## src/rtl/pipe_stage_skid_reg.sv

```systemverilog
// Pipeline stage register: valid/ready handshake, flush, optional skid entry (registered in_ready).
// Latency 1 cycle when empty; 1 beat/cycle throughput; out_data/out_valid hold while stalled.
module pipe_stage_skid_reg #(
   parameter int unsigned      WIDTH       = 64,
   parameter bit               SKID        = 1'b1,
   parameter logic [WIDTH-1:0] FLUSH_VALUE = '0
) (
   input  logic             clk,
   input  logic             i_rst,
   input  logic             i_flush,
   input  logic             i_in_valid,
   output logic             o_in_ready,
   input  logic [WIDTH-1:0] i_in_data,
   output logic             o_out_valid,
   input  logic             i_out_ready,
   output logic [WIDTH-1:0] o_out_data,
   output logic [1:0]       o_count
);

   typedef enum logic [1:0] {
      ST_EMPTY = 2'd0,
      ST_HALF  = 2'd1,
      ST_FULL  = 2'd2
   } state_t;

   logic [WIDTH-1:0] r_main;
   logic             w_in_fire;
   logic             w_out_fire;

   assign w_in_fire  = i_in_valid & o_in_ready;
   assign w_out_fire = o_out_valid & i_out_ready;
   assign o_out_data = r_main;

   if (SKID) begin : g_skid
      state_t           r_state;
      state_t           w_state_nxt;
      logic [WIDTH-1:0] r_skid;
      logic             w_main_from_in;
      logic             w_main_from_skid;
      logic             w_skid_from_in;

      always_comb begin
         w_state_nxt      = r_state;
         w_main_from_in   = 1'b0;
         w_main_from_skid = 1'b0;
         w_skid_from_in   = 1'b0;
         case (r_state)
            ST_EMPTY: begin
               if (w_in_fire) begin
                  w_state_nxt    = ST_HALF;
                  w_main_from_in = 1'b1;
               end
            end
            ST_HALF: begin
               if (w_in_fire && w_out_fire) begin
                  w_main_from_in = 1'b1;
               end else if (w_in_fire) begin
                  w_state_nxt    = ST_FULL;
                  w_skid_from_in = 1'b1;
               end else if (w_out_fire) begin
                  w_state_nxt = ST_EMPTY;
               end
            end
            ST_FULL: begin
               if (w_out_fire) begin
                  w_state_nxt      = ST_HALF;
                  w_main_from_skid = 1'b1;
               end
            end
            default: w_state_nxt = ST_EMPTY;
         endcase
      end

      // Flush shares the reset path: any beat arriving that cycle is dropped too.
      always_ff @(posedge clk) begin
         if (i_rst || i_flush) begin
            r_state <= ST_EMPTY;
            r_main  <= FLUSH_VALUE;
            r_skid  <= FLUSH_VALUE;
         end else begin
            r_state <= w_state_nxt;
            if (w_main_from_in) begin
               r_main <= i_in_data;
            end else if (w_main_from_skid) begin
               r_main <= r_skid;
            end
            if (w_skid_from_in) begin
               r_skid <= i_in_data;
            end
         end
      end

      assign o_in_ready  = (r_state != ST_FULL);
      assign o_out_valid = (r_state != ST_EMPTY);
      assign o_count     = (r_state == ST_FULL) ? 2'd2 :
                           (r_state == ST_HALF) ? 2'd1 : 2'd0;
   end else begin : g_noskid
      logic r_valid;

      always_ff @(posedge clk) begin
         if (i_rst || i_flush) begin
            r_valid <= 1'b0;
            r_main  <= FLUSH_VALUE;
         end else if (w_in_fire) begin
            r_valid <= 1'b1;
            r_main  <= i_in_data;
         end else if (w_out_fire) begin
            r_valid <= 1'b0;
         end
      end

      assign o_in_ready  = !r_valid | i_out_ready;
      assign o_out_valid = r_valid;
      assign o_count     = {1'b0, r_valid};
   end

endmodule

```

## config.mk

```make
export PLATFORM = sky130hd
export DESIGN_NAME = pipe_stage_skid_reg
export DESIGN_NICKNAME = d
export VERILOG_FILES = /design/src/rtl/pipe_stage_skid_reg.sv
export SDC_FILE = /design/constraint.sdc
export NUM_CORES = 1
export LEC_CHECK = 0
export BUFFER_PORTS_ARGS = -buffer_cell sky130_fd_sc_hd__buf_2
export CAP_MARGIN = 20
export CORE_AREA = 2 2 117 91
export CTS_BUF_LIST = sky130_fd_sc_hd__clkbuf_16
export CTS_CLUSTER_DIAMETER = 60
export DETAILED_ROUTE_END_ITERATION = 12
export DIE_AREA = 0 0 119 93
export HOLD_SLACK_MARGIN = 0.05
export MAX_ROUTING_LAYER = met4
export PLACE_DENSITY = 0.78
export SLEW_MARGIN = 10
export SYNTH_ARGS = -nofsm -noshare
export SYNTH_HDL_FRONTEND = slang
export SYNTH_SLANG_ARGS = --single-unit
```

## constraint.sdc

```tcl
create_clock -name clk -period 1.45 [get_ports clk]
set_input_delay 0 -clock clk [delete_from_list [all_inputs] [get_ports clk]]
set_output_delay 0 -clock clk [all_outputs]
set_load 0.005 [all_outputs]
```

# Yosys cells after proc, flatten, opt, wreduce, memory -nomap -nowiden
# Index checks and enable logic that the tools add are counted.
[totals]
ff_bits = 130
latchBits = 0
ramBits = 0
rom_bits = 0
inputBits = 69
out_inout_bits = 68
wordCells = 35
n_memories = 0
[classes]
n_addsub = 0
n_mul = 0
div_mod_pow = 0
magnitude_cmp = 0
n_eq_ne = 7
shift = 0
mux = 17
bitwise_logic = 2
reduce_logical = 6
[ops]
columns = ["op", "count"]
rows = [
  ["$mux 64", 2],
  ["$mux 2", 6],
  ["$ne 2x2->1 const B", 4],
  ["$mux 1", 7],
  ["$pmux 2 s3", 1],
  ["$reduce_and 4->1", 1],
  ["$reduce_bool 2->1", 2],
  ["$ne 3x3->1 const B", 1],
  ["$and 1x1->1", 2],
  ["$eq 2x1->1 const B", 1],
  ["$eq 2x2->1 const B", 1],
  ["$logic_not 2->1", 1],
  ["$pmux 1 s2", 1],
  ["$logic_and 1x1->1", 1],
  ["$logic_or 1x1->1", 1],
]

# Longest topological paths before layout
[depth]
word_depth = 6
mapped_depth = 5
depth_no_buf = 3

# Worst setup path after synthesis
# OpenSTA, ideal clock, no wires.
[synth_timing]
path_kind = "reg-to-reg"
from = "register g_skid.r_state[1]"
to = "register r_main[19] (netlist: o_out_data[19])"
setup_ps = 119
arrival_time_ps = 1215
setup_slack_ps = 117
path_stages_with_launch = 6
n_path_buf = 2
period_less_slack_ps = 1333
path_cell_list = "dfxtp_1 -> nand2b_4 -> or2_1 -> buf_6 -> buf_6 -> o221a_1"
[synth_via]
elab_chain_len = 6
word_cells_on_any_way = 15
cone_classes = "eq/ne (3); mux (6); bitwise (2); reduce/logical (4)"
[synth_lines]
columns = ["item", "line_no", "source"]
rows = [
  ["start: declaration", "35", "state_t r_state;"],
  ["start signal: assignment", "81", "r_state <= w_state_nxt;"],
  ["$ne 2x2->1 or $reduce_bool 2->1 (tied branches)", "93, 94", ""],
  ["$and 1x1->1 (on tied branches)", "30, 31", ""],
  ["$logic_and 1x1->1", "55", "if (w_in_fire && w_out_fire) begin"],
  ["$mux 1", "55", ""],
  ["$pmux 1 s2", "47", "case (r_state)"],
  ["$mux 64 or $reduce_bool 2->1 (tied branches)", "-", ""],
  ["end signal: assignment", "83", "r_main <= i_in_data;"],
  ["end signal: assignment", "85", "r_main <= r_skid;"],
  ["end: declaration", "26", "logic [WIDTH-1:0] r_main;"],
]
# Several ways; a longest one is shown, not always the timed one.
# A chain may end at the register's enable or synchronous reset.

# Worst setup path after layout
[layout_timing]
from = "register g_skid.r_state[0]"
to = "register g_skid.r_skid[9]"
[layout_via]
elab_chain_len = 5
word_cells_on_any_way = 9
cone_classes = "eq/ne (2); mux (3); bitwise (2); reduce/logical (2)"
[layout_lines]
columns = ["item", "line_no", "source"]
rows = [
  ["$ne 2x2->1 or $reduce_bool 2->1 (tied branches)", "93, 94", ""],
  ["$and 1x1->1 (on tied branches)", "30, 31", ""],
  ["$mux 1 or $logic_and 1x1->1 (tied branches)", "57, 55", ""],
  ["$mux 1", "55", ""],
  ["$mux 1 (*)", "47", ""],
  ["end signal: assignment", "88", "r_skid <= i_in_data;"],
  ["end: declaration", "37", "logic [WIDTH-1:0] r_skid;"],
]
# Every way passes the cells marked *; elsewhere a longest branch is shown, timed or not.

==> results_dict.tcl <==
set metrics [dict create \
    internal_power_mw 7.12 \
    critPathLaunchType "flop" \
    clk_latency_ns 0.40 \
    post-cts-setup-buffers 0 \
    seqCellArea_mm2 0.00260 \
    irDropWorstVdd_mv 0.953 \
    synth.most_common_cell "dfxtp_1" \
    min_period_over_period 0.974 \
    yosys_warnings 0 \
    drt_wl_total_mm 14.7 \
    grt_pass1_wl_mm 23.5 \
    grt-ovfl-total 0 \
    cts_root_buf "clkbuf_16" \
    cts_inserted_buffers 17 \
    finalMaxSlewViolations 0 \
    synth_common_cells "130 x dfxtp_1, 129 x nand2_1, 67 x a21oi_1" \
    fill_cells 706 \
    p_comb_frac 0.091 \
    place_worst_setup_slack_ns 0.0144 \
    ys_seq_area_frac 0.519 \
    synth_edf_count 0 \
    fin_worst_skew_ns 0.00424 \
    leakage_nw 2.97 \
    endpoint "g_skid.r_skid[9]$_SDFFE_PP0P_" \
    postSynth.asyncResetShare 0 \
    crit_arrival_ns 1.73 \
    final_hold_viol_count 0 \
    clkPwrFrac 0.497 \
    ys_ff_latch 130 \
    place_congestion 0.789 \
    netlist_instances 518 \
    fin_ws_ns 0.0372 \
    vias 4801 \
    ant_nets 0 \
    h-tree-depth 4 \
    numPortBuffers 136 \
    worst_slew_pin_slew_ns 0.444 \
    ys_types 27 \
    status "complete, no violations" \
    drive_above_1_share 0.290 \
    max_slew_margin 0.704 \
    power_frac_seq 0.411 \
    cts.sinks 130 \
    synth.area.top_cells "dfxtp_1 52%, o221a_1 10%, nand2_1 9.7%" \
    final.min_clock_period_ns 1.41 \
    multi_input_area_mm2 0.00218 \
    p_sw_mw 1.94 \
    core_area_mm2 0.00997 \
    fmax_mhz 708 \
    rsz0062_at_grt "no" \
    yosysTopAreaCell "dfxtp_1" \
    antennaDiodeCount 0 \
    grt.total_usage 0.273 \
    reg2reg_to "g_skid.r_skid[9]$_SDFFE_PP0P_" \
    p_per_area_mw_per_mm2 1250 \
    clk_pin_slew_ns 0.06 \
    p_sw_frac 0.214 \
    r2r_slack_ns 0.04 \
    die_x_um 119 \
    hp-class "input pin to flop" \
    grt_max_degree 65 \
    syn2layout_area_growth_pct 44.5 \
    power_mw 9.05 \
    num_io_pins 137 \
    finish.net_count 784 \
    avgRoutedWirePerCell_um 17.1 \
    dp_hpwl_mm 8.41 \
    drtPass1Iterations 5 \
    drc 0 \
    critPathCaptureType "flop" \
    die_area_mm2 0.0111 \
    cts_tree "built" \
    crit_required_ns 1.77 \
    finalSetupViolCount 0 \
    fin_hold_ws_ns 0.145 \
    antenna_found_initial 0 \
    synth_top_area_share 0.519 \
    die_height_um 93 \
    grt_pass1_vias 4788 \
    startpoint "g_skid.r_state[0]$_SDFFE_PP0P_" \
    crit_path_max_fanout 43 \
    path_class "flop to flop" \
    vias_per_cell 5.56 \
    syn_nets 587 \
    cts_buffer_depth 2 \
    drv_cap 0 \
    dominantRegCellSynth "dfxtp_1" \
    drt_iter0_markers 377 \
    syn_avg_cell_area_um2 9.68 \
    initial_core_util 0.503 \
    reg2reg_from "g_skid.r_state[0]$_SDFFE_PP0P_" \
    synth_area_mm2 0.00501 \
    r2r_cells 5 \
    fin_tns_setup_ns 0 \
    rows 32 \
]
worst min path at each step:
stage	from	to	slack [ns]	depth (start not counted)
2_1_floorplan	i_out_ready	g_skid.r_state[1]$_SDFFE_PP0P_	0.07	1
3_3_place_gp	i_in_data[42]	g_skid.r_skid[42]$_SDFFE_PP0P_	0.25	3
3_5_place_dp	i_in_data[30]	g_skid.r_skid[30]$_SDFFE_PP0P_	0.26	3
4_1_cts	i_rst	o_out_data[26]$_SDFFE_PP0P_	0.13	5
5_1_grt	i_rst	o_out_data[26]$_SDFFE_PP0P_	0.17	5
6_report	i_rst	o_out_data[26]$_SDFFE_PP0P_	0.14	5
registers in the layout, summed over array words and instances (netlist names):
register,flops
g_skid.r_state,2
o_out_data,64
g_skid.r_skid,64
layout make-up:
class / instances / share of cell area
timing repair buffer: 225 / 0.230
clock buffer: 17 / 0.0587
tap: 136 / 0.0235
clock inverter: 15 / 0.0275
inverter: 1 / 0.000518
sequential: 130 / 0.359
multi-input combinational: 340 / 0.301
per-layer routing:
layer	track usage	share of wire	vias up
li1	-	-	2267
met1	0.330	0.43	2312
met2	0.447	0.49	186
met3	0.0543	0.055	36
met4	0.121	0.026	0
met5	-	0	-
logic make-up (layout without fill, tap and decap cells):
family	Yosys count	count (layout)	share of synthesized area
buffers and inverters	48	258	0.0524
DFF	130	130	0.519
muxes	3	3	0.00599
AOI/OAI and AO/OA	195	195	0.304
and+or+nand+nor	142	142	0.118
stage by stage:
stage / util / cell area [um2] / cells
after floorplan: - / 5010 / 518
after global placement: 0.594 / 5920 / 765
after detailed placement: 0.594 / 5920 / 765
after CTS: 0.723 / 7210 / 863
after global routing: 0.727 / 7240 / 864
final: 0.727 / 7240 / 864
power groups by stage:
stage	Clock (mW)	Sequential [mW]	Combinational (mW)
6_report	4.50	3.72	0.827
3_3_place_gp	0	3.79	0.636
4_1_cts	4.55	3.72	0.801
3_5_place_dp	0	3.80	0.656
5_1_grt	4.73	3.73	0.888
2_1_floorplan	0	3.80	0.322
layout by cell type (no fill, tap or decap), drive strengths merged:
cell type    synthesis  routed
a211oi               1       1
o31ai                3       3
inv                  1       4
nand3b               2       2
bufinv               0       5
nand4bb              1       1
o21a                61      61
nand2b               2       2
a21oi               67      67
a31oi                1       1
dfxtp              130     130
and4bb               1       1
clkbuf              13      18
dlygate4sd3          0      66
o221a               61      61
nor2                 2       2
nand2              129     129
or2                  3       3
clkinvlp             0       2
clkinv               0       5
nor2b                2       2
buf                 34     158
o21ai                1       1
mux2i                3       3
worst max-delay path, stage by stage (launching register included):
cell and delay [ns]:
dfxtp_1 0.38, buf_4 0.15, and4bb_2 0.28, buf_12 0.23, nand2_1 0.10, a21oi_1 0.18
timing repair:
action / CTS / global route
endpoints found under the setup margin: 1 / 15
resized for setup: 1 / 3
hold endpoints to repair: 130 / 0
gates cloned: 0 / 1
hold buffers: 66 / 0
(Power assumes the default switching activity.)
